`config.mk`:
```
export PLATFORM = sky130hd
export DESIGN_NAME = pc_gen_axi
export DESIGN_NICKNAME = d
export VERILOG_FILES = /design/src/rtl/pc_gen_axi.sv
export SDC_FILE = /design/constraint.sdc
export NUM_CORES = 1
export LEC_CHECK = 0
export ABC_AREA = 1
export BUFFER_PORTS_ARGS = -buffer_cell sky130_fd_sc_hd__buf_2
export CORE_AREA = 8 8 97 99
export DETAILED_ROUTE_END_ITERATION = 16
export DIE_AREA = 0 0 105 107
export MAX_ROUTING_LAYER = met4
export PLACE_DENSITY = 0.92
export SYNTH_ARGS = -nofsm -noshare
export SYNTH_HDL_FRONTEND = slang
export SYNTH_SLANG_ARGS = --single-unit
```
`constraint.sdc`:
```
create_clock -name clk -period 3.26 [get_ports clk]
set_input_delay 0.652 -clock clk [delete_from_list [all_inputs] [get_ports clk]]
set_output_delay 0.652 -clock clk [all_outputs]
set_load 0.01 [all_outputs]
```
`src/rtl/pc_gen_axi.sv`:
```
// -----------------------------------------------------------------------------
// pc_gen_axi
//   Program-counter generator for the AXI-Lite instruction fetch path. Holds
//   the fetch PC, issues one fetch request per PC over a valid/ready handshake,
//   and applies branch and flush redirects. A redirect that arrives while a
//   request is waiting for ready is parked in a pending register and applied
//   when the handshake completes.
//
// Parameters
//   ADDR_W     PC / address width (>= 2)
//   RESET_VEC  PC value after reset
//   INC        sequential PC increment
//   STALL_W    stall vector width; only bit 0 (PC stage) is used here
//
// Ports
//   clk             in   clock
//   rst             in   synchronous active-high reset
//   stall           in   pipeline stall vector; stall[0] freezes the PC stage
//   flush           in   exception/eret flush, redirect to new_pc
//   new_pc          in   flush target
//   branch_flag_i   in   branch taken (from ID)
//   branch_target_i in   branch target
//   req_valid       out  fetch request valid
//   req_ready       in   bridge accepts the request
//   pc              out  fetch address; stable while req_valid=1, req_ready=0
//   ce              out  fetch enable, low for the first cycle after reset
//   drop_o          out  the instruction for this handshake must be discarded
//   adel_o          out  misaligned fetch address
//
// Build option
//   PC_ALIGN_CHECK_EN  when defined, a misaligned PC blocks the request and
//                      raises adel_o until a flush loads a new PC. When
//                      undefined, adel_o is tied low and any PC is issued.
// -----------------------------------------------------------------------------
module pc_gen_axi #(
  parameter int                ADDR_W    = 32,
  parameter logic [ADDR_W-1:0] RESET_VEC = '0,
  parameter int                INC       = 4,
  parameter int                STALL_W   = 6
) (
  input  logic               clk,
  input  logic               rst,
  input  logic [STALL_W-1:0] stall,
  input  logic               flush,
  input  logic [ADDR_W-1:0]  new_pc,
  input  logic               branch_flag_i,
  input  logic [ADDR_W-1:0]  branch_target_i,
  output logic               req_valid,
  input  logic               req_ready,
  output logic [ADDR_W-1:0]  pc,
  output logic               ce,
  output logic               drop_o,
  output logic               adel_o
);

  localparam logic [ADDR_W-1:0] INC_V = ADDR_W'(INC);

  typedef enum logic [1:0] {
    ST_OFF,   // first cycle after reset, fetch disabled
    ST_RUN,   // normal fetch, nothing pending
    ST_PEND   // redirect parked behind an outstanding request
  } state_t;

  state_t              state_q, state_d;
  logic [ADDR_W-1:0]   pc_d;
  logic                req_valid_d;
  logic [ADDR_W-1:0]   pend_tgt_q, pend_tgt_d;
  logic                pend_flush_q, pend_flush_d;

  logic br_take;   // branch is ignored while the PC stage is stalled
  logic hs;
  logic waiting;   // request outstanding, bridge not ready
  logic pending;

  // Only the PC-stage bit of the stall vector matters to this block.
  logic stall_unused;
  assign stall_unused = ^stall[STALL_W-1:1];

`ifdef PC_ALIGN_CHECK_EN
  logic adel_q, adel_d;
  logic adel_keep;
  logic misaligned;
  assign adel_o = adel_q;
`else
  assign adel_o = 1'b0;
`endif

  assign br_take = branch_flag_i & ~stall[0];
  assign hs      = req_valid & req_ready;
  assign waiting = req_valid & ~req_ready;
  assign pending = (state_q == ST_PEND);
  assign ce      = (state_q != ST_OFF);

  // A flush taken at the handshake, or one parked earlier, means the fetch
  // going out now is on the squashed path. Branches never drop: the in-flight
  // fetch is the delay slot.
  assign drop_o  = hs & (flush | (pending & pend_flush_q));

  // NOTE: every signal driven here gets a default first, so no path through
  // the block leaves a value unassigned and no latch is inferred.
  always_comb begin
    state_d      = state_q;
    pc_d         = pc;
    req_valid_d  = req_valid;
    pend_tgt_d   = pend_tgt_q;
    pend_flush_d = pend_flush_q;
`ifdef PC_ALIGN_CHECK_EN
    adel_d       = adel_q;
    adel_keep    = 1'b0;
    misaligned   = 1'b0;
`endif

    unique case (state_q)
      ST_OFF: state_d = ST_RUN;

      ST_RUN, ST_PEND: begin
        if (waiting) begin
          // PC and req_valid are frozen; a redirect is parked instead. A flush
          // always overwrites; a branch never overwrites a parked flush.
          if (flush) begin
            pend_tgt_d   = new_pc;
            pend_flush_d = 1'b1;
            state_d      = ST_PEND;
          end else if (br_take && !(pending && pend_flush_q)) begin
            pend_tgt_d   = branch_target_i;
            pend_flush_d = 1'b0;
            state_d      = ST_PEND;
          end
        end else begin
          // Handshake or idle. ST_PEND implies req_valid=1, so reaching here
          // in ST_PEND always means the handshake is happening.
          if (flush)               pc_d = new_pc;
          else if (hs && pending)  pc_d = pend_tgt_q;
          else if (br_take)        pc_d = branch_target_i;
          else if (hs)             pc_d = pc + INC_V;

          state_d      = ST_RUN;
          pend_flush_d = 1'b0;

`ifdef PC_ALIGN_CHECK_EN
          // A raised alignment error survives everything but a flush.
          misaligned  = (pc_d[1:0] != 2'b00);
          adel_keep   = adel_q & ~flush;
          adel_d      = adel_keep | (~stall[0] & misaligned);
          req_valid_d = ~stall[0] & ~misaligned & ~adel_keep;
`else
          req_valid_d = ~stall[0];
`endif
        end
      end

      default: state_d = ST_OFF;
    endcase
  end

  // NOTE: state registers use non-blocking assignments so every flop samples
  // the values from before the edge, independent of statement order.
  always_ff @(posedge clk) begin
    if (rst) begin
      state_q      <= ST_OFF;
      pc           <= RESET_VEC;
      req_valid    <= 1'b0;
      pend_tgt_q   <= '0;
      pend_flush_q <= 1'b0;
`ifdef PC_ALIGN_CHECK_EN
      adel_q       <= 1'b0;
`endif
    end else begin
      state_q      <= state_d;
      pc           <= pc_d;
      req_valid    <= req_valid_d;
      pend_tgt_q   <= pend_tgt_d;
      pend_flush_q <= pend_flush_d;
`ifdef PC_ALIGN_CHECK_EN
      adel_q       <= adel_d;
`endif
    end
  end

endmodule

```
==> results of run 1 <==
-- area by class of cell --
class	count	area [um^2]
tap	105	131
multi-input combinational	566	2740
timing repair buffer	112	581
clock inverter	4	95.1
clock buffer	12	155
sequential	68	1360
inverter	40	153
fill	693	2710
-- power breakdown --
part / leakage [nW] / internal [mW] / switching [mW] / total, mW
combinational: 1.76 / 0.178 / 0.295 / 0.472
sequential: 0.555 / 0.894 / 0.0862 / 0.980
clock: 0.127 / 0.549 / 0.335 / 0.884
-- cells in the final DEF (no fill, tap or decap), types with 2 or more instances in the layout --
cell type | netlist | layout
dfxtp_1 | 68 | 68
xnor2_1 | 2 | 2
and2_1 | 2 | 2
clkbuf_8 | 0 | 11
o211ai_1 | 8 | 8
inv_2 | 3 | 3
nand4_1 | 2 | 2
buf_4 | 1 | 8
nand2_1 | 224 | 224
ha_1 | 4 | 4
nor2_4 | 12 | 12
inv_1 | 36 | 36
bufinv_16 | 0 | 3
o21ai_0 | 50 | 50
a21oi_1 | 55 | 55
o22ai_1 | 4 | 4
o21ai_1 | 18 | 18
nand2_4 | 4 | 4
a31oi_1 | 39 | 39
buf_2 | 19 | 104
nor2_2 | 6 | 6
xor2_1 | 11 | 11
nand3_1 | 29 | 29
nand3b_1 | 2 | 2
nor2_1 | 83 | 83
nand2_2 | 6 | 6
-- stage by stage --
stage	setup WS (ps)	hold WS [ps]	util
floorplan	1260	472	-
global placement	633	486	0.626
detailed placement	548	510	0.626
CTS	908	512	0.658
global route	711	517	0.658
finish	838	525	0.658
-- worst min-delay path, delay by kind of cell (launching register included) --
kind           cells  cell delay, ps
AO/OA/AOI/OAI      2             170
flip-flops         1             310
-- sequential cells by signal, summed over array words and instances, names as in the netlist --
name and cells:
pc 32, pend_tgt_q 32, state_q 2, pend_flush_q 1, req_valid 1
-- layer usage --
layer | wire length (um) | vias up | global-route usage
li1 | - | 2515 | -
met1 | 5650 | 2363 | 0.286
met2 | 6780 | 302 | 0.412
met3 | 1190 | 36 | 0.0498
met4 | 263 | 0 | 0.105
met5 | 0 | - | -
-- kinds of logic after synthesis --
logic type                 after synthesis  share of synthesized area
AOI/OAI and AO/OA                      177                      0.218
xor gates and xnor gates                13                     0.0256
adders and majority gates                4                     0.0112
buffers and inverters                   82                     0.0793
DFF                                     68                      0.306
other                                    1                   0.000842
and+or+nand+nor                        371                      0.359
-- how the worst min path moves through the flow --
stage | slack (ps) | start | endpoint | cells after the start
after detailed placement | 510 | state_q[1]$_SDFFE_PP0P_ | state_q[1]$_SDFFE_PP0P_ | 2
after floorplan | 470 | state_q[1]$_SDFFE_PP0P_ | state_q[1]$_SDFFE_PP0P_ | 2
after global placement | 490 | state_q[1]$_SDFFE_PP0P_ | state_q[1]$_SDFFE_PP0P_ | 2
after global routing | 520 | rst | pend_flush_q$_SDFFE_PP0P_ | 2
after CTS | 510 | rst | pend_flush_q$_SDFFE_PP0P_ | 2
final | 520 | pend_tgt_q[13]$_SDFFE_PP0P_ | pend_tgt_q[13]$_SDFFE_PP0P_ | 2
==> impl_results.md, run 1 <==
- DP Area: between 4000 and 5000 um^2
- Max Cap Viol: 0
- Ys Warns: 0
- CTS Root Cell: clkbuf_8
- Critical Path Source: stall[0]
- Total power: about 2.3 mW
- Yosys top cell area share: 0.306
- Finished Layout Cells: 907
- Largest net degree at the start of global routing: 67
- Synthesized flop and latch total: between 60 and 70
- Post-synth cell types: 33
- IO Count: 111
- Routed WL per cell: between 15 and 20 um
- VDD IR max: 0.415 mV
- Pins over their slew limit: 0
- Syn Nets: a little under 800
- Syn avg cell area: 6.22 um^2
- Status: finished, final reports clean
- Leak pwr: 2.44 nW
- Setup crit start kind: input pin
- Fmax achieved: 413 MHz
- Starting Density: 0.562
- Final WL: between 10,000 and 15,000 um
- WP depth: 10
- Final Cycle Share: 0.743
- Final #Nets: 876
- Synth cell count leaders: nand2_1 (224), nor2_1 (83), dfxtp_1 (68)
- Finish-stage setup viols: 0
- Post-CTS setup buffers: 0
- RSZ-0062 raised after global routing: false
- Number of flops mapped to enable cells by yosys: 0
- Clock Latency Late Sink: 360 ps
- Post-synth ARST share: 0
- Layout area overhead: 17.1%
- Die width: 105 um
- Synth top area cells: dfxtp_1 (31%), nand2_1 (19%), nor2_1 (7.0%)
- Setup TNS: 0 ps
- First DRT Iteration DRCs: roughly 540
- Worst-path clk slew: 80 ps
- H-tree depth: 3
- Synthesized cell area: around 4500 um^2
- Cells after Synth: around 700
- Vias: 5,216
- Clk_skew: 10.5 ps
- First-pass GRT wire length: around 23,000 um
- CP delay by family, top: buffers and inverters
- Number of placement rows: 33
- Vias in the first global route: 5,078
- Max_slew headroom: 0.385
- TritonCTS clock tree: yes
- Worst r2r path cells: 9
- Initial antenna violation count: 0
- Layout cells sized above 1: 0.200
- Worst Setup Path Type: in -> reg
- Worst R2R Start: state_q[1]$_SDFFE_PP0P_
- Worst-path cell chain: buf_2 > inv_2 > nand2_4 > inv_2 > buf_4 > a21oi_2 > nor2_4 > buf_4 > o21ai_0 > a31oi_1
- Crit Path Max Fanout: 38
- Reg2reg setup slack: 1140 ps
- Design area: 5210 um^2
- DRC Markers: 0
- Deepest clock path buffer count: 2
- CTS resizes: 0
- Slowest CP cell: inv_2
- FF-to-FF End: pc[20]$_SDFFE_PP0P_
- Worst setup path end: pend_tgt_q[3]$_SDFFE_PP0P_
- Worst Hold Class: reg -> reg
- Slew of the pin with the lowest slew margin: 920 ps
- Clk sinks: 68
- Most common cell in the netlist: nand2_1
- Gr ovfl total: 0
- Worst Path Required: around 3500 ps
- Total Routing Usage GR: 0.248
- Die Y: approximately 110 um
- IO buf count: 104
- Synth Flop Type: dfxtp_1
- Post-synth top area cell: dfxtp_1
- PwrDens: 448 nW/um^2
- Post-route ant nets: 0
- Routability Congestion: 0.934
- Worst EP arrival: 2700 ps
- Number of placed cells counting well taps: 891
- Final Hold Vio Count: 0
- Largest stage delay on the critical path: 350 ps
- Core Footprint: around 8000 um^2
- Final HPWL DP: 9640 um
- Die Area: approximately 11,000 um^2
- Seq/Total Area, Yosys: 0.306
- N_diodes: 0
- Number of vias per cell: 5.75
- First drt pass iteration count: 5
- CP bufs+invs: 5
- Setup crit end kind: flop
- Fin crit period: 2420 ps
- Clock buffer count from CTS: 9
- Post-CTS Hold Buffers: 0
No activity file was read; power rests on OpenSTA's default activity.
==> inputs of run 2 (changes only) <==
Settings changed: ABC_AREA 1 to 0, CORE_AREA 8 8 97 99 to 8 8 99 101, DIE_AREA 0 0 105 107 to 0 0 107 109, PLACE_DENSITY 0.92 to 0.88.
Clock period 3.26 ns to 2.4 ns, I/O delays scaled along.
==> impl_results.md, run 2 <==
- Layout cells sized above 1: 0.242
- Number of vias per cell: 6.42
- DRC Markers: 0
- Yosys top cell area share: 0.313
- TritonCTS clock tree: yes
- First drt pass iteration count: 5
- First-pass GRT wire length: about 24,000 um
- Most common cell in the netlist: nor2_1
- IO Count: ~110
- Final #Nets: 761
- Leak pwr: 2.13 nW
- Setup TNS: 0 ps
- Core Footprint: 8380 um^2
- Routability Congestion: 0.963
- Layout area overhead: 24.5%
- Setup WS pre-CTS: 205 ps
- Synthesized flop and latch total: 68
- Starting Density: 0.518
- Worst Hold Class: in -> reg
- Post-route ant nets: 0
- Syn avg cell area: 7.46 um^2
- Vias in the first global route: roughly 5,000
- Seq/Total Area, Yosys: 0.313
- VDD IR max: 0.309 mV
- IO buf count: 104
- Post-synth top area cell: dfxtp_1
- Status: finished, final reports clean
- Synthesized cell area: 4340 um^2
- Max_slew headroom: 0.447
- First DRT Iteration DRCs: 404
- H-tree depth: 3
- Clock Latency Late Sink: approximately 360 ps
- Most common cell after layout, fill and taps aside: buf_2
- Clock buffer count from CTS: 9
- Most frequent cells in the layout: buf_2 (104), nor2_1 (68), dfxtp_1 (68), nand2_1 (67), a211oi_1 (31)
- Worst-path clk slew: 80 ps
- PwrDens: approximately 550 nW/um^2
- Crit Path Max Fanout: 9
- Final Cycle Share: 0.928
- Clk_skew: around 16 ps
- Synth Flop Type: dfxtp_1
- Syn Nets: 661
- Deepest clock path buffer count: 2
- Final WL: 15,000 um
- Synth top area cells: dfxtp_1 (31%), nor2_1 (6.0%), nand2_1 (5.8%)
- Die Area: 11,700 um^2
- Post-CTS setup buffers: 0
- Post-CTS Hold Buffers: 0
- Gr ovfl total: 0
- Slew of the pin with the lowest slew margin: 830 ps
- Post-synth cell types: 60
- Final HPWL DP: 10,700 um
- Largest net degree at the start of global routing: 64
- Fmax achieved: between 400 and 500 MHz
- Synth cell count leaders: nor2_1 (69), dfxtp_1 (68), nand2_1 (67)
- CTS resizes: 0
- Biggest regs: pc (32), pend_tgt_q (32), state_q (2)
- Setup crit start kind: flop
- Routed WL per cell: 18.9 um
- RSZ-0062 raised after global routing: false
- Fin crit period: 2230 ps
- Vias: 5,102
- Pins over their slew limit: 0
- Finish-stage setup viols: 0
- Final Hold Vio Count: 0
- Max Cap Viol: 0
- Worst Path Required: 2640 ps
- Die width: 107 um
- Number of placement rows: 34
- Ys Warns: 0
- N_diodes: 0
- Total Routing Usage GR: 0.262
- Worst Setup Path Type: reg -> reg
- Clk sinks: 68
- Fin worst setup slack: 173 ps
- Initial antenna violation count: 0
- Worst EP arrival: 2470 ps
- Number of flops mapped to enable cells by yosys: 0
- Post-synth ARST share: 0
- Cells after Synth: 582
- CTS Root Cell: clkbuf_8
- Die Y: approximately 110 um
- Setup crit end kind: flop
==> run 2: area by class of cell <==
cell class / count / area (um^2)
well taps: 108 / 135
repair buffers: 141 / 886
inverters: 15 / 56.3
fillers: 737 / 2970
clock buffers: 10 / 138
flip-flops and latches: 68 / 1360
multi-input cells: 447 / 2750
clock inverters: 6 / 87.6
==> run 2: stage by stage <==
stage	hold WS [ps]	utilization	instances	area [um^2]	power [mW]
6_report	405	0.645	795	5410	2.99
5_1_grt	431	0.645	795	5410	3.10
4_1_cts	407	0.645	795	5410	2.99
3_5_place_dp	470	0.619	779	5180	1.92
3_3_place_gp	467	0.619	779	5180	1.89
2_1_floorplan	454	-	582	4340	1.63
==> run 2: layer usage <==
layer	up-vias	share of wire	wire, um	track usage
li1	2389	-	-	-
met1	2389	0.39	5820	0.308
met2	271	0.50	7430	0.433
met3	53	0.084	1260	0.0396
met4	0	0.033	494	0.128
met5	-	0	0	-
==> run 2: worst paths after layout <==
path	from	end	slack, ps	depth (start not counted)
min reg2reg	pend_flush_q$_SDFFE_PP0P_	pend_flush_q$_SDFFE_PP0P_	490	2
max	state_q[0]$_SDFFE_PP0P_	pc[23]$_SDFFE_PP0P_	170	7
min	new_pc[26]	pend_tgt_q[26]$_SDFFE_PP0P_	410	3
max reg2reg	state_q[0]$_SDFFE_PP0P_	pc[23]$_SDFFE_PP0P_	170	7
==> run 2: report_power, final <==
part	switching [mW]	total [mW]	internal, mW
combinational	0.370	0.642	0.272
sequential	0.0754	1.26	1.19
clock	0.475	1.09	0.614
==> run 2: kinds of logic after synthesis <==
family                   count (synthesis)  share of synthesized area
AO/OA/AOI/OAI                          162                      0.265
XOR/XNOR                                10                     0.0202
adder cells (fa/ha/maj)                  4                     0.0115
buffers and inverters                   67                     0.0608
flip-flops                              68                      0.313
multiplexers                            22                     0.0510
other                                    1                   0.000863
AND/OR/NAND/NOR                        248                      0.277
==> run 2: worst max-delay path, stage by stage (launching register included) <==
cell and delay (ps):
dfxtp_1 370, inv_1 80, ha_1 210, and3_1 300, buf_4 220, o311ai_0 460, o21ai_0 170, a221oi_1 320
